<file path="config.mk">
export PLATFORM = sky130hd
export DESIGN_NAME = mem_arbiter
export DESIGN_NICKNAME = d
export VERILOG_FILES = /design/src/rtl/mem_arbiter.sv
export SDC_FILE = /design/constraint.sdc
export NUM_CORES = 1
export LEC_CHECK = 0
export CORE_UTILIZATION = 44
export CTS_CLUSTER_SIZE = 30
export DETAILED_ROUTE_END_ITERATION = 6
export PLACE_DENSITY = 0.84
export SYNTH_ARGS = -nofsm -noshare
export SYNTH_HDL_FRONTEND = slang
export SYNTH_SLANG_ARGS = --single-unit
</file>
<file path="constraint.sdc">
create_clock -name clk -period 2.7 [get_ports clk]
set_input_delay 0.54 -clock clk [delete_from_list [all_inputs] [get_ports clk]]
set_output_delay 0.54 -clock clk [all_outputs]
set_load 0.02 [all_outputs]
</file>
<file path="src/rtl/mem_arbiter.sv">
// mem_arbiter: shares one single-port 16-bit memory between fetch and data.
// Accesses are serialised by a req/done handshake padded with wait states.
module mem_arbiter #(
    parameter int ADDR_WIDTH  = 16,
    parameter int WAIT_CYCLES = 3
) (
    input  logic                  clk,
    input  logic                  rst,
    input  logic                  if_req,
    input  logic [ADDR_WIDTH-1:0] if_addr,
    output logic [15:0]           if_rdata,
    output logic                  if_done,
    input  logic                  d_req,
    input  logic                  d_wr,
    input  logic [ADDR_WIDTH-1:0] d_addr,
    input  logic [15:0]           d_wdata,
    output logic [15:0]           d_rdata,
    output logic                  d_done,
    output logic                  err_unaligned,
    output logic                  busy,
    output logic                  mem_enable,
    output logic                  mem_wr,
    output logic [ADDR_WIDTH-1:0] mem_addr,
    output logic [15:0]           mem_wdata,
    input  logic [15:0]           mem_rdata
);

    typedef enum logic [1:0] {
        IDLE = 2'd0,
        BUSY = 2'd1,
        RESP = 2'd2
    } state_t;

    localparam logic [3:0] CNT_LOAD = 4'(WAIT_CYCLES - 1);

    state_t                state;
    state_t                state_next;
    logic [3:0]            count;
    logic                  grant_d;
    logic                  last_grant_d;
    logic                  pick_d;
    logic [ADDR_WIDTH-1:0] addr_q;
    logic                  wr_q;
    logic [15:0]           wdata_q;
    logic                  start;
    logic                  finish;

    // Round-robin pick: D wins alone, or on a tie when IF was granted last.
    always_comb begin
        pick_d = d_req && (!if_req || !last_grant_d);
    end

    // Next-state and memory-control decode.
    always_comb begin
        state_next = state;
        mem_enable = 1'b0;
        mem_wr     = 1'b0;
        busy       = 1'b0;
        start      = 1'b0;
        finish     = 1'b0;
        unique case (state)
            IDLE: begin
                if (if_req || d_req) begin
                    start      = 1'b1;
                    state_next = BUSY;
                end
            end
            BUSY: begin
                busy       = 1'b1;
                mem_enable = 1'b1;
                if (count == 4'd0) begin
                    mem_wr     = wr_q;
                    finish     = 1'b1;
                    state_next = RESP;
                end
            end
            RESP: begin
                busy       = 1'b1;
                state_next = IDLE;
            end
            default: begin
                state_next = IDLE;
            end
        endcase
        if (rst) begin
            mem_enable = 1'b0;
            mem_wr     = 1'b0;
        end
    end

    // State register.
    always_ff @(posedge clk) begin
        if (rst) begin
            state <= IDLE;
        end else begin
            state <= state_next;
        end
    end

    // Grant bookkeeping and latched request fields.
    always_ff @(posedge clk) begin
        if (rst) begin
            grant_d      <= 1'b0;
            last_grant_d <= 1'b0;
            addr_q       <= '0;
            wr_q         <= 1'b0;
            wdata_q      <= 16'h0;
        end else if (start) begin
            grant_d      <= pick_d;
            last_grant_d <= pick_d;
            addr_q       <= pick_d ? d_addr : if_addr;
            wr_q         <= pick_d && d_wr;
            wdata_q      <= pick_d ? d_wdata : 16'h0;
        end
    end

    // Wait-state counter: loaded on grant, counts down while BUSY.
    always_ff @(posedge clk) begin
        if (rst) begin
            count <= 4'd0;
        end else if (start) begin
            count <= CNT_LOAD;
        end else if (state == BUSY && count != 4'd0) begin
            count <= count - 4'd1;
        end
    end

    // Completion pulses and read-data capture for the granted port.
    always_ff @(posedge clk) begin
        if (rst) begin
            if_done       <= 1'b0;
            d_done        <= 1'b0;
            err_unaligned <= 1'b0;
            if_rdata      <= 16'h0;
            d_rdata       <= 16'h0;
        end else begin
            if_done       <= 1'b0;
            d_done        <= 1'b0;
            err_unaligned <= 1'b0;
            if (finish) begin
                err_unaligned <= addr_q[0];
                if (grant_d) begin
                    d_done <= 1'b1;
                    if (!wr_q) begin
                        d_rdata <= mem_rdata;
                    end
                end else begin
                    if_done  <= 1'b1;
                    if_rdata <= mem_rdata;
                end
            end
        end
    end

    // Memory address and data always come from the latched request.
    always_comb begin
        mem_addr  = addr_q;
        mem_wdata = wdata_q;
    end

endmodule

</file>
Yosys cells after proc, flatten, opt, wreduce, memory -nomap -nowiden:

Index checks and enable logic that the tools add are counted.

* output and inout port bits: 70
* flip-flop bits (word level): 75

* reductions and logical operators: 17
* mux-type cells: 19
* bitwise gates (word level): 3
* add/sub/neg operators: 1
* equality and inequality tests: 4

Operators by type and width (count)
* $mux W16: 2
* $mux W1: 12
* $mux W2: 4
* $reduce_or A2 Y1: 3
* $logic_not A4 Y1: 1
* $ne A2 B2 Y1 const B: 2
* $pmux W2 S2: 1
* $reduce_and A2 Y1: 2
* $reduce_bool A4 Y1: 1
* $sub A4 B1 Y4 const B: 1
* $logic_and A1 B1 Y1: 3
* $not A1 Y1: 3
* $reduce_and A3 Y1: 1
* $eq A2 B1 Y1 const B: 1
* $eq A2 B2 Y1 const B: 1
* $logic_not A1 Y1: 2
* $logic_not A2 Y1: 1
* $logic_or A1 B1 Y1: 2
* $reduce_bool A2 Y1: 1

Logic depth before layout (Yosys ltp):

Gate-level depths: netlist (run 1).

* depth after elaboration: 5
* gate-level depth with buffers: 7
* gate-level depth less buffers: 5

Worst setup path before layout (run 1):

OpenSTA, ideal clock, no wires.

* path type: register to output
* from: register state[1]
* to: output mem_wr
* path slack: 0.790 ns
* data required time: 2.160 ns
* arrival: 1.370 ns
* buffers on the path: 2
* stages on the path, launching flop included: 8
* path through: dfxtp_1 inv_1 ha_1 buf_6 nand4bb_4 clkbuf_1 nor2_1 and2_1

* longest elaborated chain between the ends: 3

Ends and longest elaborated chain
* start: declaration: RTL line 36 `state_t state;`
* start signal: assignment: RTL line 96 `state <= state_next;`
* $eq A2 B1 Y1: RTL line 61 `unique case (state)`
* $mux W1: RTL line 61
* $mux W1: RTL line 85 `if (rst) begin`
* end: declaration: RTL line 22 `output logic mem_wr,`

No other way between the ends.

Worst setup path after layout (run 1):

* from: input rst
* to: output mem_enable

* longest elaborated chain between the ends: 1

Ends and longest elaborated chain
* start: declaration: RTL line 8 `input logic rst,`
* $mux W1: RTL line 85
* end: declaration: RTL line 21 `output logic mem_enable,`

No other way between the ends.

==> results of run 1 <==
==> power breakdown <==
part           switching [W]  leakage (nW)  internal, W
Sequential         0.0000812         0.612      0.00123
Clock               0.000414         0.108     0.000545
Combinational       0.000433          1.10     0.000451
Total               0.000928          1.82      0.00222
==> worst min-delay path, stage by stage, from the launching register on <==
cell     delay (ps)
dfxtp_1         310
nand2_1          50
mux2i_1          50
==> worst paths after layout <==
| path | from | to | slack [ps] | cells past startpoint |
|---|---|---|---|---|
| worst max register to register | count[0]$_SDFFE_PP0P_ | d_rdata[15]$_SDFFE_PP0P_ | 820 | 6 |
| worst min register to register | d_rdata[1]$_SDFFE_PP0P_ | d_rdata[1]$_SDFFE_PP0P_ | 460 | 2 |
| worst max-delay path | rst | mem_enable | 300 | 4 |
| worst min-delay path | d_rdata[1]$_SDFFE_PP0P_ | d_rdata[1]$_SDFFE_PP0P_ | 460 | 2 |
==> area by class of cell <==
cell class	count	area [µm²]
Fill cell	488	1775
Clock inverter	6	88.84
Multi-Input combinational cell	175	1349
Inverter	6	22.52
Sequential cell	75	1501
Clock buffer	10	137.6
Tap cell	77	96.34
Timing Repair Buffer	147	1451
==> sequential cells by signal (all words and copies together), names as in the netlist <==
name	count
count	4
d_done	1
d_rdata	16
err_unaligned	1
if_done	1
if_rdata	16
last_grant_d	1
mem_addr	16
mem_wdata	16
state	2
wr_q	1
==> through the flow <==
| step | cells | hold WS, ps | setup WS [ps] | util (%) | instance area [µm²] |
|---|---|---|---|---|---|
| CTS | 496 | 464.1 | 60.96 | 72.12 | 4632 |
| detailed placement | 480 | 446.7 | 244.5 | 68.56 | 4403 |
| global route | 496 | 484.8 | 239.9 | 72.36 | 4647 |
| finish | 496 | 459.6 | 298.4 | 72.36 | 4647 |
| global placement | 480 | 441.1 | 252.4 | 68.56 | 4403 |
| floorplan | 278 | 434.7 | 789.5 | - | 2973 |
==> layout by cell type, fill, tap and decap left out, types with 2 or more instances in the layout <==
cell / n
nor3_1: 11
o2bb2ai_1: 16
nand3_1: 3
dfxtp_1: 75
ha_1: 3
a21oi_1: 2
nor2_1: 3
nand2_1: 32
and2_1: 3
a31o_2: 10
nor2_2: 2
buf_4: 9
clkinvlp_4: 2
nand2b_1: 10
bufinv_16: 2
clkdlybuf4s50_1: 137
mux2i_1: 40
o21a_1: 2
inv_1: 5
or3b_1: 2
a22o_1: 17
and3_1: 2
clkbuf_8: 10
==> synthesized netlist by cell type, types with 2 or more instances <==
cell       number  area [µm²]
a31o_2         10       87.58
and3_1          2       12.51
nand2b_1       10       62.56
dfxtp_1        75        1501
buf_6           2       22.52
a21oi_1         2       10.01
a22o_1         17       148.9
or3b_1          2       17.52
ha_1            5       62.56
clkbuf_1        9       33.78
o21a_1          2       15.01
buf_4           5       37.54
buf_2           5       25.02
nand2_1        32       120.1
nand3_1         3       15.01
inv_1           5       18.77
o2bb2ai_1      16       140.1
nor2_2          2       12.51
nor2_1          3       11.26
mux2i_1        40       400.4
nor3_1         11       55.05
and2_1          3       18.77
==> layer usage <==
metal	track usage, %	wire length, µm
met5	0	0
met4	10.19	169
met3	6.293	400
met2	36.44	3679
met1	25.34	3208
==> what timing repair did <==
action / 4_1_cts / 5_1_grt
pin swaps: 0 / 0
hold buffers: 0 / 0
endpoints found under the setup margin: 1 / 1
gates resized for setup: 1 / 3
==> logic make-up after synthesis <==
group | count (synthesis) | share of synthesized area, %
multiplexers | 40 | 13.47
AND/OR/NAND/NOR | 74 | 13.09
AO/OA/AOI/OAI | 56 | 15.91
buffers and inverters | 28 | 4.924
flip-flops | 75 | 50.51
adder cells (fa/ha/maj) | 5 | 2.104
==> results.json, run 1 <==
{
  "status": "complete, but fails checks",
  "violations": "DRC",
  "synth_seq_area_share_pct": 50.51,
  "num-nets-final": 488,
  "drc": 8,
  "dp_hpwl_um": 5427,
  "cts.sinks": 75,
  "peakVddDrop_mv": 0.3971,
  "cp_max_fo": 4,
  "cp_slowest_cell": "clkdlybuf4s50_1",
  "crit_family": "buffers and inverters",
  "area_growth_syn_to_layout_pct": 56.31,
  "cp_data_arrival_time_ps": 1860,
  "clock_latency_ps": 350,
  "grt_pass1_wl_um": 12050,
  "path_class": "in -> out",
  "htree_levels": 3,
  "period_minus_slack_ps": 2402,
  "relSlewSlack_pct": 57.04,
  "core_area_um2": 6422,
  "num_rows": 29,
  "cts_setup_buffers": 0,
  "drtAntennaViolNets": 0,
  "yosys.cell_types.count": 39,
  "via_per_inst": 5.163,
  "cp-end-kind": "output port",
  "slowest_delay_ps": 610,
  "initial_core_util_pct": 46.29,
  "fin_skew_ps": 15.89,
  "cp_common_cell": "clkdlybuf4s50_1",
  "drt-wirelength-per-cell_um": 15.04,
  "hold_path_class": "reg -> reg",
  "maxSlewViolCount": 0,
  "grt_usage_pct": 21.60,
  "cts-buffers-inserted": 9,
  "cp_cell_sequence": "clkdlybuf4s50_1 -> buf_4 -> nor2b_1 -> clkdlybuf4s50_1",
  "fmax_mhz": 416.4,
  "synthesis.instances": 278,
  "setup_violations": 0,
  "ys_seq_elements": 75,
  "rsz0062_at_grt": "false",
  "worst_setup_path_start_kind": "input port",
  "cts.path.max_buffers": 2,
  "n_antenna_cell": 0,
  "syn-cell-area_um2": 2973,
  "clk_pin_slew_ps": 80,
  "dieArea_um2": 7089,
  "period_share_pct": 88.95,
  "fin_tns_setup_ps": 0,
  "synth_ff_type": "dfxtp_1",
  "portBuffers": 138,
  "cts_tree": "yes",
  "syn_avg_cell_area_um2": 10.69,
  "worst_slew_pin_slew_ps": 644.5,
  "overflow": 0,
  "maxCapViolCount": 0,
  "floorplan.die.width_um": 84.20,
  "via_count": 2561,
  "drt-initial-drc-count": 94,
  "power.leakage_nw": 1.816,
  "layout-drive-gt1-share_pct": 10.98,
  "antenna_found_initial": 0,
  "syn_nets": 352,
  "ys_warn_count": 0,
  "drt-pass1-iter-count": 6,
  "grt_pass1_vias": 2577,
  "pin_count": 139,
  "power_w": 0.003152,
  "place_congestion": 0.7651,
  "grt_max_degree": 39,
  "final-hold-violation-count": 0,
  "crit_buf_inv": 3,
  "required_ps": 2160,
  "fp.dieH_um": 84.20,
  "root_buffer": "clkbuf_8",
  "wl_um": 7458,
  "synthArstFlopShare_pct": 0,
  "p_per_area_nw_per_um2": 678.3,
  "synth_edf_count": 0
}
Note: power is estimated with default switching activity, not from simulation.
==> run 2, diff against run 1 <==
--- a/config.mk
+++ b/config.mk
@@ -5,6 +5,7 @@
 export SDC_FILE = /design/constraint.sdc
 export NUM_CORES = 1
 export LEC_CHECK = 0
+export CAP_MARGIN = 5
 export CORE_UTILIZATION = 44
 export CTS_CLUSTER_SIZE = 30
 export DETAILED_ROUTE_END_ITERATION = 6
==> results of run 2 <==
No change in the layout: final DEF, timing and power equal those of run 1.
